**src/rtl/vga_timing_gen.sv**
```systemverilog
// VGA raster timing generator: derives a half-rate pixel tick from CLK_IN, runs the h/v counters,
// drives a sequential framebuffer read address and registers syncs, blanking and RGB for the DAC.
module vga_timing_gen #(
  parameter int unsigned H_ACTIVE = 640,
  parameter int unsigned H_FP     = 16,
  parameter int unsigned H_SYNC   = 96,
  parameter int unsigned H_BP     = 48,
  parameter int unsigned V_ACTIVE = 480,
  parameter int unsigned V_FP     = 10,
  parameter int unsigned V_SYNC   = 2,
  parameter int unsigned V_BP     = 33,
  parameter bit          SYNC_POL = 1'b0,
  parameter int unsigned COLOR_W  = 8,
  parameter int unsigned ADDR_W   = 19
) (
  input  logic                 CLK_IN,
  input  logic                 RESET,
  input  logic                 ENABLE,
  input  logic [3*COLOR_W-1:0] RGB_IN,
  output logic                 PIX_TICK,
  output logic [9:0]           PIX_X,
  output logic [9:0]           PIX_Y,
  output logic [ADDR_W-1:0]    FETCH_ADDR,
  output logic                 FETCH_EN,
  output logic                 HSYNC,
  output logic                 VSYNC,
  output logic                 VIDEO_ON,
  output logic [COLOR_W-1:0]   VGA_R,
  output logic [COLOR_W-1:0]   VGA_G,
  output logic [COLOR_W-1:0]   VGA_B,
  output logic                 FRAME_START
);

  localparam int unsigned H_TOTAL = H_ACTIVE + H_FP + H_SYNC + H_BP;
  localparam int unsigned V_TOTAL = V_ACTIVE + V_FP + V_SYNC + V_BP;

  localparam logic [9:0] H_LAST   = 10'(H_TOTAL - 1);
  localparam logic [9:0] V_LAST   = 10'(V_TOTAL - 1);
  localparam logic [9:0] H_ACT    = 10'(H_ACTIVE);
  localparam logic [9:0] V_ACT    = 10'(V_ACTIVE);
  localparam logic [9:0] HS_FIRST = 10'(H_ACTIVE + H_FP);
  localparam logic [9:0] HS_LAST  = 10'(H_ACTIVE + H_FP + H_SYNC - 1);
  localparam logic [9:0] VS_FIRST = 10'(V_ACTIVE + V_FP);
  localparam logic [9:0] VS_LAST  = 10'(V_ACTIVE + V_FP + V_SYNC - 1);

  localparam logic [ADDR_W-1:0] ADDR_LAST = ADDR_W'(H_ACTIVE * V_ACTIVE - 1);

  logic              toggle_q;
  logic              tick;
  logic [9:0]        hc_q, hc_d;
  logic [9:0]        vc_q, vc_d;
  logic              hc_wrap, vc_wrap;
  logic              active, active_d;
  logic              hs, vs;
  logic [ADDR_W-1:0] addr_q, addr_d;
  logic              fetch_en_q;
  logic              video_on_q, hsync_q, vsync_q;
  logic [COLOR_W-1:0] r_q, g_q, b_q;

  // Freeze wins over a pending tick: gating with ENABLE suppresses it.
  assign tick    = ENABLE & toggle_q;
  assign hc_wrap = (hc_q == H_LAST);
  assign vc_wrap = (vc_q == V_LAST);

  always_comb begin
    hc_d = hc_q;
    vc_d = vc_q;
    if (tick) begin
      if (hc_wrap) begin
        hc_d = '0;
        vc_d = vc_wrap ? '0 : vc_q + 10'd1;
      end else begin
        hc_d = hc_q + 10'd1;
      end
    end
  end

  assign active   = (hc_q < H_ACT) && (vc_q < V_ACT);
  assign active_d = (hc_d < H_ACT) && (vc_d < V_ACT);
  assign hs       = (hc_q >= HS_FIRST) && (hc_q <= HS_LAST);
  assign vs       = (vc_q >= VS_FIRST) && (vc_q <= VS_LAST);

  // Address wraps after the last visible pixel so it never exceeds the framebuffer size.
  always_comb begin
    addr_d = addr_q;
    if (tick) begin
      if (hc_wrap && vc_wrap) begin
        addr_d = '0;
      end else if (active) begin
        addr_d = (addr_q == ADDR_LAST) ? '0 : addr_q + ADDR_W'(1);
      end
    end
  end

  always_ff @(posedge CLK_IN or posedge RESET) begin
    if (RESET) begin
      toggle_q   <= 1'b0;
      hc_q       <= '0;
      vc_q       <= '0;
      addr_q     <= '0;
      fetch_en_q <= 1'b0;
    end else begin
      if (ENABLE) begin
        toggle_q <= ~toggle_q;
      end
      hc_q       <= hc_d;
      vc_q       <= vc_d;
      addr_q     <= addr_d;
      fetch_en_q <= active_d;
    end
  end

  // RGB_IN already holds the data for the address presented since the previous tick.
  always_ff @(posedge CLK_IN or posedge RESET) begin
    if (RESET) begin
      video_on_q <= 1'b0;
      hsync_q    <= ~SYNC_POL;
      vsync_q    <= ~SYNC_POL;
      r_q        <= '0;
      g_q        <= '0;
      b_q        <= '0;
    end else if (tick) begin
      video_on_q <= active;
      hsync_q    <= hs ? SYNC_POL : ~SYNC_POL;
      vsync_q    <= vs ? SYNC_POL : ~SYNC_POL;
      r_q        <= active ? RGB_IN[3*COLOR_W-1 -: COLOR_W] : '0;
      g_q        <= active ? RGB_IN[2*COLOR_W-1 -: COLOR_W] : '0;
      b_q        <= active ? RGB_IN[COLOR_W-1:0] : '0;
    end
  end

  assign PIX_TICK    = tick;
  assign PIX_X       = hc_q;
  assign PIX_Y       = vc_q;
  assign FETCH_ADDR  = addr_q;
  assign FETCH_EN    = fetch_en_q;
  assign HSYNC       = hsync_q;
  assign VSYNC       = vsync_q;
  assign VIDEO_ON    = video_on_q;
  assign VGA_R       = r_q;
  assign VGA_G       = g_q;
  assign VGA_B       = b_q;
  assign FRAME_START = tick && (hc_q == '0) && (vc_q == '0);

endmodule

```
**config.mk**
```make
export PLATFORM = sky130hd
export DESIGN_NAME = vga_timing_gen
export DESIGN_NICKNAME = d
export VERILOG_FILES = /design/src/rtl/vga_timing_gen.sv
export SDC_FILE = /design/constraint.sdc
export NUM_CORES = 1
export LEC_CHECK = 0
export CAP_MARGIN = 40
export CORE_MARGIN = 3
export CORE_UTILIZATION = 43
export CTS_CLUSTER_DIAMETER = 60
export DETAILED_ROUTE_END_ITERATION = 7
export HOLD_SLACK_MARGIN = 0.05
export PLACE_DENSITY_LB_ADDON = 0.3
export SYNTH_ARGS = -nofsm -noshare
export SYNTH_HDL_FRONTEND = slang
export SYNTH_SLANG_ARGS = --single-unit
```
**constraint.sdc**
```tcl
create_clock -name CLK_IN -period 2.1 [get_ports CLK_IN]
set_input_delay 0.315 -clock CLK_IN [delete_from_list [all_inputs] [get_ports CLK_IN]]
set_output_delay 0.315 -clock CLK_IN [all_outputs]
set_load 0.01 [all_outputs]
```
# Word level (Yosys, flattened, before mapping)
# Index checks and enable logic that the tools add are counted.
[word_totals]
word_cells = 51
input_bits = 27
ff_bits = 68
[op_classes]
n_lt_le_gt_ge = 8
addsub = 3
n_reduce_logical = 11
bitwise = 2
eq_ne = 3
muxes = 13
[op_table]
columns = ["operator", "n"]
rows = [
  ["2-to-1 mux 19 bit", 3],
  ["2-to-1 mux 10 bit", 5],
  ["2-to-1 mux 8 bit", 3],
  ["adder 10 x 1 -> 10 bit (second input constant)", 2],
  ["equality test 10 bit (second input constant)", 2],
  ["zero test 10 bit", 2],
  ["less-than comparator 10 bit (second input constant)", 2],
  ["less-than comparator 10 x 9 -> 1 bit (second input constant)", 2],
  ["adder 19 x 1 -> 19 bit (second input constant)", 1],
  ["equality test 19 bit (second input constant)", 1],
  [">= comparator 10 bit (second input constant)", 1],
  [">= comparator 10 x 9 -> 1 bit (second input constant)", 1],
  ["less-or-equal comparator 10 bit (second input constant)", 1],
  ["less-or-equal comparator 10 x 9 -> 1 bit (second input constant)", 1],
  ["logical AND 1 bit", 7],
  ["2-to-1 mux 1 bit", 2],
  ["AND reduction 2 bit", 1],
  ["nonzero test 2 bit", 1],
  ["AND 1 bit", 1],
  ["NOT 1 bit", 1],
]

# Depth between registers and ports, before layout
# Gate-level depths: netlist of run 1.
[logic_depth]
depth_word = 6
ltp_mapped = 9
ltp_nobuf = 7

# Least setup slack after synthesis of run 1
# OpenSTA, ideal clock, no wires.
[synth_timing]
path_type = "register to register"
from = "reg hc_q[0], in the netlist PIX_X[0]"
to = "reg fetch_en_q, in the netlist FETCH_EN"
path_slack_ps = -13
setup_time_ps = 138
t_required_ps = 1962
arrival_time_ps = 1975
path_stages_with_launch = 8
period_less_slack_ps = 2113
path_cell_list = "dfrtp_1 ha_1 nand3_1 or2_2 clkbuf_1 or4_4 a22oi_1 a221oi_1"
[synth_via]
elab_chain_len = 5
[synth_rtl]
columns = ["element", "line_no", "source"]
rows = [
  ["from (decl)", "50", "logic [9:0] hc_q, hc_d;"],
  ["from (signal assigned)", "98", "hc_q <= '0;"],
  ["from (signal assigned)", "106", "hc_q <= hc_d;"],
  ["adder 10 x 1 -> 10 bit or equality test 10 bit (tied branches)", "73, 62", ""],
  ["2-to-1 mux 10 bit", "69", "if (hc_wrap) begin"],
  ["2-to-1 mux 10 bit", "68", "if (tick) begin"],
  ["less-than comparator 10 bit or less-than comparator 10 x 9 -> 1 bit (tied branches)", "79", "assign active_d = (hc_d < H_ACT) && (vc_d < V_ACT);"],
  ["logical AND 1 bit (*)", "79", ""],
  ["net active_d", "53", "logic active, active_d;"],
  ["to (signal assigned)", "109", "fetch_en_q <= active_d;"],
  ["to (decl)", "56", "logic fetch_en_q;"],
]
# The timed path passes the listed nets; every way through them passes the cells marked *.
# A chain may end at the register's enable or synchronous reset.

# Worst setup path in the final report of run 1
[layout_timing]
from = "reg hc_q[7], in the netlist PIX_X[7]"
to = "reg vc_q[3], in the netlist PIX_Y[3]"
[layout_via]
elab_chain_len = 3
[layout_rtl]
columns = ["element", "line_no", "source"]
rows = [
  ["equality test 10 bit", "62", "assign hc_wrap = (hc_q == H_LAST);"],
  ["2-to-1 mux 10 bit", "69", ""],
  ["2-to-1 mux 10 bit", "68", ""],
  ["to (signal assigned)", "107", "vc_q <= vc_d;"],
  ["to (decl)", "51", "logic [9:0] vc_q, vc_d;"],
]
# Every way passes these cells.

==> flow_summary.ini, run 1 <==
[run_status]
status = complete, no violations

[setup_path]
reg2reg_to = PIX_Y[3]
crit_cells = 6
path_delay_family = simple AND/OR/NAND/NOR gates
path_class = reg2reg
crit_fanout = 5
worst-path-buf-inv = 1
crit_slowest_cell = or4_1
start_kind = flop
setup.worst_path.end = PIX_Y[3]
crit_chain = nand4b_4, or3_4, buf_4, or4_1, a21oi_1, a21o_1
worstPathArrival_ps = 2350
startpoint = PIX_X[7]
critPathRequiredTime_ps = 2380
r2r_slack_ps = 20
timing.rr.start = PIX_X[7]
cpPeakStageDelay_ps = 510
cp-end-kind = flop
reg2reg_depth = 6

[timing]
worstMarginPinSlew_ps = 556.7
finalSetupViolCount = 0
hold_viol = 0
finalCriticalPeriod_ps = 2075
finalCritPeriodShare_pct = 98.82
max_clock_freq_mhz = 481.9
slew_headroom_pct = 62.85
slew_violations = 0
finalClockSkew_ps = 14.70

[clock_tree]
cts-root-buf = clkbuf_8
cts_tree = done
clk_pin_slew_ps = 80
clock_latency_ps = 350
cts-hold-fix-buffers = 0
cts.sinks = 68
cts_buffer_depth = 2
cts_max_level = 3
numCtsBuffers = 9

[finish]
fill_cells = 597
insertedDiodeCount = 0
multiInputGateArea_um2 = 1649
syn_to_final_growth_pct = 52.24
postLayoutCellArea_um2 = 5156
nNetsFinal = 500
regArea_um2 = 1707
final_util_pct = 69.24
layout-drive-gt1-share_pct = 20.97

[routing]
drt-total-wl_mm = 9.821
firstDrtPassIters = 5
drc_errors = 0
vias = 3261
ant_nets = 0
drtIter0Drc = 126
via_per_inst = 5.711
wl_per_cell_um = 17.20

[floorplanning]
fp.dieW_um = 94.75
die_y_um = 94.75
coreArea_um2 = 7447
io_pins = 96
rows = 31
initial_core_util_pct = 45.48
dieArea_um2 = 8978

[logic_synthesis]
synth_area_leaders = dfrtp_1 49%, a22o_1 8.8%, nand2_1 3.0%
synth_nets = 363
postSynthCellCount = 331
synth_edf_count = 0
seq_area_frac_synth_pct = 50.31
ys_warn_count = 0
synth.cell_area_um2 = 3387
synth_common_cells = 66 x dfrtp_1, 34 x a22o_1, 27 x nand2_1
synth_top_area_share_pct = 48.76
synth_area_per_cell_um2 = 10.23
ys.flop_type = dfrtp_1
post-synth-top-count-cell = dfrtp_1
ys_seq_elements = 68
synth_cell_type_count = 52
yosysTopAreaCell = dfrtp_1
ys_async_sr_fraction_pct = 100.0

[pwr]
total_power_mw = 5.322
ir_drop_mv = 0.5845
power.density_nw_per_um2 = 1032
p_leak_nw = 2.276

[global_route]
grt_remaining_overflow = 0
grt_first_pass_wirelength_mm = 15.70
antenna_found_initial = 0
track_usage_pct = 22.69
grt_max_degree = 40
grt_pass1_vias = 3193

[placed_design]
dp_hpwl_mm = 6.737
routabilityCongestion = 0.8897
place_area_um2 = 4765
portBuffers = 95

[worst_hold_path]
hold_path_class = in2async

[job]
maxCapViolations = 0
## kinds of logic (layout without fill, tap and decap cells)
kind of cell / count (synthesis) / after routing / synth area share [%]
AND/OR/NAND/NOR: 124 / 124 / 20.91
AO/OA/AOI/OAI: 89 / 89 / 19.32
flip-flops: 68 / 68 / 50.31
buffers and inverters: 32 / 173 / 4.100
XOR/XNOR: 11 / 11 / 2.844
adder cells (fa/ha/maj): 5 / 5 / 1.847
multiplexers: 2 / 2 / 0.6649
## report_power, final
| part | switching [mW] | total (mW) | leakage, nW | internal [mW] |
|---|---|---|---|---|
| sequential | 0.263 | 1.91 | 0.848 | 1.65 |
| combinational | 0.817 | 1.94 | 1.29 | 1.13 |
| clock | 0.500 | 1.47 | 0.136 | 0.968 |
| total | 1.58 | 5.32 | 2.28 | 3.74 |
## worst min-delay path by stage
stage | to | slack [ps]
global route | FETCH_ADDR[2] | 390
global placement | VIDEO_ON | 460
detailed placement | toggle_q | 470
CTS | FETCH_ADDR[2] | 360
finish | FETCH_ADDR[15] | 350
floorplan | toggle_q | 400
## worst reg2reg max path, stage by stage, from the launching register on
cell	delay, ps
dfrtp_1	440
nand4b_4	220
or3_4	400
buf_4	170
or4_1	510
a21oi_1	170
a21o_1	100
## layout make-up
cell class	count	area share, %
clock buffers	11	2.936
flip-flops and latches	68	33.10
well taps	99	2.402
clock inverters	4	2.330
inverters	11	0.8008
repair buffers	147	26.45
multi-input cells	231	31.98
## state kept, by name (all words and copies together) (netlist names)
| register | flops |
|---|---|
| VGA_G | 8 |
| toggle_q | 1 |
| VSYNC | 1 |
| FETCH_ADDR | 19 |
| FETCH_EN | 1 |
| PIX_Y | 10 |
| VIDEO_ON | 1 |
| VGA_R | 8 |
| VGA_B | 8 |
| HSYNC | 1 |
| PIX_X | 10 |
## placed cells by master (no fill, tap or decap), types with 4 or more instances in the layout
master,Yosys,routed
a21o_1,5,5
a21oi_1,7,7
a22o_1,34,34
and2_1,5,5
and3_1,6,5
and4_1,6,5
buf_4,1,50
bufinv_16,0,4
clkbuf_8,0,11
clkdlybuf4s50_1,0,93
dfrtp_1,66,64
ha_1,5,4
inv_1,11,10
nand2_1,27,27
nand3_1,15,14
nand4_1,8,8
nor2_1,14,11
nor2b_1,7,6
nor3_1,7,6
nor4_1,9,6
o21ai_0,15,15
o31ai_1,5,5
or4_1,6,6
xnor2_1,6,6
xor2_1,5,5
## repair_timing
item,CTS,global route
endpoints found under the setup margin,14,19
resized for setup,10,19
pin swaps,0,2
buffers inserted,0,2
## metal layers
layer / up-vias / wire, µm / part of all wire, % / track usage, %
met3: 18 / 801 / 8.2 / 5.100
met2: 149 / 4649 / 47 / 36.05
met4: 0 / 185 / 1.9 / 9.255
li1: 1523 / - / - / -
met5: - / 0 / 0 / 0
met1: 1571 / 4185 / 43 / 29.97
## metrics by stage
stage | setup WS [ps] | cells | TNS (ps) | hold slack [ps]
floorplan | -13.02 | 331 | -13.02 | 402.1
global placement | -224.6 | 554 | -2790 | 462.8
detailed placement | -258.4 | 554 | -3442 | 466.5
CTS | -2.777 | 569 | -2.777 | 364.4
global route | -6.048 | 571 | -6.048 | 391.7
finish | 24.79 | 571 | 0 | 353.8
Note: power is estimated with default switching activity, not from simulation.
==> inputs of run 2 (changes only) <==
- CORE_UTILIZATION: 43 -> 48
- clock period: 2.1 -> 1.95 ns (I/O delays scaled with it)
==> run 2 against run 1 <==
Against the previous run:
- the run now ends with setup timing left
- worst setup slack worse by 79 ps
- design area grew 5.9%
- combinational power up 21%
- clock power rose by 8%
- wire length up 19%
- global-route usage rose by 4.5 points
==> flow_summary.ini, run 2 (synthesis results as in run 1) <==
[pwr]
sw_frac_of_total_pct = 29.97
clockPowerShare_pct = 26.7
power.density_nw_per_um2 = 1091
ir_drop_mv = 0.7806
p_sw_mw = 1.786
p_leak_nw = 2.403
total_power_mw = 5.958
p_comb_share_pct = 39.4
intPower_mw = 4.173
seqPwrFrac_pct = 33.9

[setup_path]
cpPeakStageDelay_ps = 500
worstPathArrival_ps = 1710
crit_slowest_cell = or4_4
cp-end-kind = primary output
start_kind = flop
crit_chain = buf_6, or4_4, nor3_2, buf_2
critPathRequiredTime_ps = 1660
crit_fanout = 3
path_class = reg2out

[timing]
worstMarginPinSlew_ps = 555.9
finalClockSkew_ps = 10.73
finalCritPeriodShare_pct = 102.8
max_clock_freq_mhz = 499.0
finalSetupViolCount = 10
fin_ws_ps = -53.85
slew_headroom_pct = 62.86
setup_tns_ps = -248.4
rsz0062_at_grt = yes
slew_violations = 0
finalCriticalPeriod_ps = 2004
hold_viol = 0

[floorplanning]
io_pins = 96
coreArea_um2 = 6604
initial_core_util_pct = 51.29
die_y_um = 90
dieArea_um2 = 8100
fp.dieW_um = 90
rows = 29

[finish]
final_util_pct = 82.72
fill_cells = 375
fin_cells = 586
nNetsFinal = 521
layout-drive-gt1-share_pct = 28.80
largest_register_ffs = 19
insertedDiodeCount = 0
final_cell_mix = 93 x clkdlybuf4s50_1, 62 x dfrtp_1, 60 x buf_4, 34 x a22o_1, 26 x nand2_1
final_common_cell = clkdlybuf4s50_1
syn_to_final_growth_pct = 61.29

[global_route]
grt_first_pass_wirelength_mm = 18.03
antenna_found_initial = 0
use_met3_pct = 5.259
grt_pass1_vias = 3524
track_usage_pct = 27.19
grt_remaining_overflow = 0
grt.busiest_layer = met2
grt_max_degree = 27
use_met1_pct = 36.37
grt_use_met2_pct = 43.75

[routing]
drtIter0Drc = 316
drc_errors = 0
via_per_inst = 6.128
wl_per_cell_um = 19.95
firstDrtPassIters = 5
vias = 3591
drt-total-wl_mm = 11.69
ant_nets = 0

[clock_tree]
cts_tree = done
cts-hold-fix-buffers = 0
cts-root-buf = clkbuf_8
cts_buffer_depth = 2
cts_max_level = 3
numCtsBuffers = 9
clock_latency_ps = 350
cts.sinks = 68
clk_pin_slew_ps = 70

[placed_design]
placedCellCount = 559
dp_slack_ps = -348.2
dp_hpwl_mm = 7.075
routabilityCongestion = 0.8935
portBuffers = 95

[worst_hold_path]
hold_path_class = in2async

[job]
maxCapViolations = 0

[run_status]
status = finished, violations left
violations = setup timing
run 2: cell types whose count changed in the layout (fill, tap and decap cells not counted), sizes merged:
cell / change
dlymetal6s2s: -1
dlygate4sd2: +1
buf: +22
inv: -1
clkinvlp: +1
clkbuf: -1
run 2: stage by stage:
| step | hold slack [ps] | instance area, µm² |
|---|---|---|
| floorplan | 379.6 | 3392 |
| global placement | 461.2 | 4870 |
| detailed placement | 461.4 | 4870 |
| CTS | 360.4 | 5293 |
| global route | 388.3 | 5463 |
| finish | 349.0 | 5463 |
run 2: timing repair:
item,in CTS,in global routing
setup buffers,4,8
setup endpoints to repair,23,23
endpoints found under the hold margin,0,0
pin swaps,7,11
gates resized for setup,37,29
run 2: worst max-delay path: cells and delay by family, from the launching register on:
family / cells / cell delay, ps
simple gates: 2 / 670
flops: 1 / 400
buf+inv: 2 / 300
run 2: metal layers:
| metal | part of all wire [%] | vias up | wire length [µm] |
|---|---|---|---|
| met2 | 49 | 233 | 5725 |
| met3 | 7.5 | 45 | 878 |
| li1 | - | 1561 | - |
| met4 | 3.3 | 0 | 389 |
| met1 | 40 | 1752 | 4697 |
| met5 | 0 | - | 0 |
run 2: power groups by stage:
stage	combinational, mW	sequential [mW]	clock, mW
floorplan	0.683	2.23	0
global placement	2.09	2.01	0
detailed placement	2.13	2.04	0
CTS	2.24	2.01	1.59
global route	2.51	2.06	1.65
finish	2.35	2.02	1.59
run 2: area by class of cell:
class | count | area (µm²) | area share, %
timing repair buffer | 168 | 1585 | 29.02
clock inverter | 4 | 120.1 | 2.199
multi-input combinational | 231 | 1735 | 31.77
sequential | 68 | 1709 | 31.29
clock buffer | 11 | 151.4 | 2.771
tap | 93 | 116.4 | 2.130
inverter | 11 | 45.04 | 0.8246
run 2: path summary, 6_finish.rpt:
path,start,endpoint,slack [ps],depth (start not counted)
min in group CLK_IN,VIDEO_ON,VIDEO_ON,480,2
setup reg to reg,PIX_Y[4],FETCH_ADDR[0],-50,7
hold reg to reg,VIDEO_ON,VIDEO_ON,480,2
hold / removal,RESET,VGA_G[4],350,2
max in group asynchronous,RESET,VSYNC,1070,3
setup / recovery,PIX_X[4],FRAME_START,-50,4
==> inputs of run 3 (changes only) <==
- GPL_ROUTABILITY_DRIVEN: default -> 1
- clock period: 1.95 -> 2.04 ns (I/O delays scaled with it)
==> run 3 against run 2 <==
Against the previous run:
- the run now ends clean
- first-iteration DRC count is 32% lower
- clock skew is 4.6 ps lower
- clock-buffer cell count is 2 lower
- non-clock buffer count is 9 lower
- register-to-register slack better by 90 ps
- global-route usage is 1.7 points lower
- via count is 5.1% lower
- clock power is 23% lower
- largest power group unchanged
- sequential cell count stayed put
- final cell count is 1.4% lower
==> flow_summary.ini, run 3 (synthesis results as in run 1) <==
[pwr]
clockPowerShare_pct = 23.1
power.density_nw_per_um2 = 1011
intPower_mw = 3.588
sw_frac_of_total_pct = 32.08
p_leak_nw = 2.319
p_comb_share_pct = 40.3
seqPwrFrac_pct = 36.6
ir_drop_mv = 0.7159
p_sw_mw = 1.695

[setup_path]
path_delay_family = simple AND/OR/NAND/NOR gates
r2r_slack_ps = 40
reg2reg_depth = 6
cpPeakStageDelay_ps = 550
worstPathArrival_ps = 2280
crit_slowest_cell = or4_4
crit_chain = nor4_2, buf_4, and3_4, a31oi_4, or4_4, a21oi_2
start_kind = flop
worst-path-buf-inv = 1
timing.rr.start = PIX_Y[8]
startpoint = PIX_Y[8]
reg2reg_to = FETCH_ADDR[14]
path_class = reg2reg
critPathRequiredTime_ps = 2310
cp-end-kind = flop
crit_fanout = 6
crit_cells = 6

[global_route]
grt_max_degree = 37
grt_first_pass_wirelength_mm = 16.89
grt_remaining_overflow = 0
track_usage_pct = 25.54
antenna_found_initial = 0
grt_pass1_vias = 3268

[finish]
regArea_um2 = 1709
final_cell_mix = 93 x clkdlybuf4s50_1, 62 x dfrtp_1, 60 x buf_4, 34 x a22o_1, 26 x nand2_1
largest_register_ffs = 19
final_common_cell = clkdlybuf4s50_1
syn_to_final_growth_pct = 54.23
nNetsFinal = 512
insertedDiodeCount = 0
layout-drive-gt1-share_pct = 23.92
fill_cells = 435
multiInputGateArea_um2 = 1683

[clock_tree]
cts_max_level = 3
clk_pin_slew_ps = 80
cts.sinks = 68
clock_latency_ps = 350
numCtsBuffers = 9
cts_buffer_depth = 2
cts-root-buf = clkbuf_8
cts_tree = done

[worst_hold_path]
hold_path_class = in2async

[routing]
drt-total-wl_mm = 10.61
firstDrtPassIters = 5
wl_per_cell_um = 18.35
drtIter0Drc = 214
via_per_inst = 5.898
ant_nets = 0
vias = 3409
drc_errors = 0

[floorplanning]
initial_core_util_pct = 51.29
coreArea_um2 = 6604
die_y_um = 90
io_pins = 96
fp.dieW_um = 90
dieArea_um2 = 8100
rows = 29

[timing]
rsz0062_at_grt = yes
slew_headroom_pct = 73.17
hold_viol = 0
finalCriticalPeriod_ps = 2003
finalCritPeriodShare_pct = 98.18
whs_ps = 282.6
finalClockSkew_ps = 6.126
finalSetupViolCount = 0
max_clock_freq_mhz = 499.3
slew_violations = 0
setup_tns_ps = 0
worstMarginPinSlew_ps = 398.2

[placed_design]
dp_hpwl_mm = 7.225
portBuffers = 95
routabilityCongestion = 0.9326

[run_status]
status = complete, no violations

[job]
maxCapViolations = 0
-- run 3: stage by stage --
step / power (mW) / cells / instance area [µm²] / worst slack [ps] / util, %
after floorplan: 2.786 / 331 / 3392 / -40.00 / -
after global placement: 3.905 / 558 / 4837 / -177.7 / 73.25
after detailed placement: 3.983 / 558 / 4837 / -238.6 / 73.25
after CTS: 5.249 / 575 / 5104 / 0.9561 / 77.28
after global routing: 5.525 / 578 / 5224 / -15.17 / 79.10
final: 5.284 / 578 / 5224 / 37.08 / 79.10
-- run 3: cell type report --
cell class	instances	area share (%)
clock buffer	9	2.371
clock inverter	7	1.749
inverter	11	0.8623
multi-input combinational	231	32.22
sequential	68	32.72
tap	93	2.228
timing repair buffer	159	27.86
-- run 3: power by group through the flow --
| stage | Combinational [mW] | Clock (mW) | Sequential [mW] |
|---|---|---|---|
| after floorplan | 0.653 | 0 | 2.13 |
| after global placement | 1.98 | 0 | 1.92 |
| after detailed placement | 2.03 | 0 | 1.95 |
| after CTS | 2.09 | 1.24 | 1.92 |
| after global routing | 2.26 | 1.29 | 1.98 |
| final | 2.13 | 1.22 | 1.94 |
-- run 3: worst register-to-register path, cell delays in order (launching register included) --
cell and delay, ps:
dfrtp_1 410, nor4_2 300, buf_4 170, and3_4 210
a31oi_4 120, or4_4 550, a21oi_2 160
-- run 3: worst max path at each step --
stage / end / slack, ps
after global routing: FETCH_ADDR[14] / -20
after CTS: FETCH_ADDR[14] / 1
final: FETCH_ADDR[14] / 40
after floorplan: FETCH_EN / -40
after global placement: PIX_Y[5] / -180
after detailed placement: FETCH_ADDR[14] / -240
-- run 3: per-layer routing --
layer  vias up  global-route usage [%]  routed length [µm]
li1       1536                       -                   -
met1      1671                   34.89                4575
met2       179                   40.70                5073
met3        23                   6.761                 732
met4         0                   6.250                 226
met5         -                       0                   0
-- run 3: what timing repair did --
item,CTS,global route
setup endpoints to repair,8,23
resized for setup,15,23
pin swaps,1,3
setup buffers,1,2
cloned,0,1
hold buffers,0,0
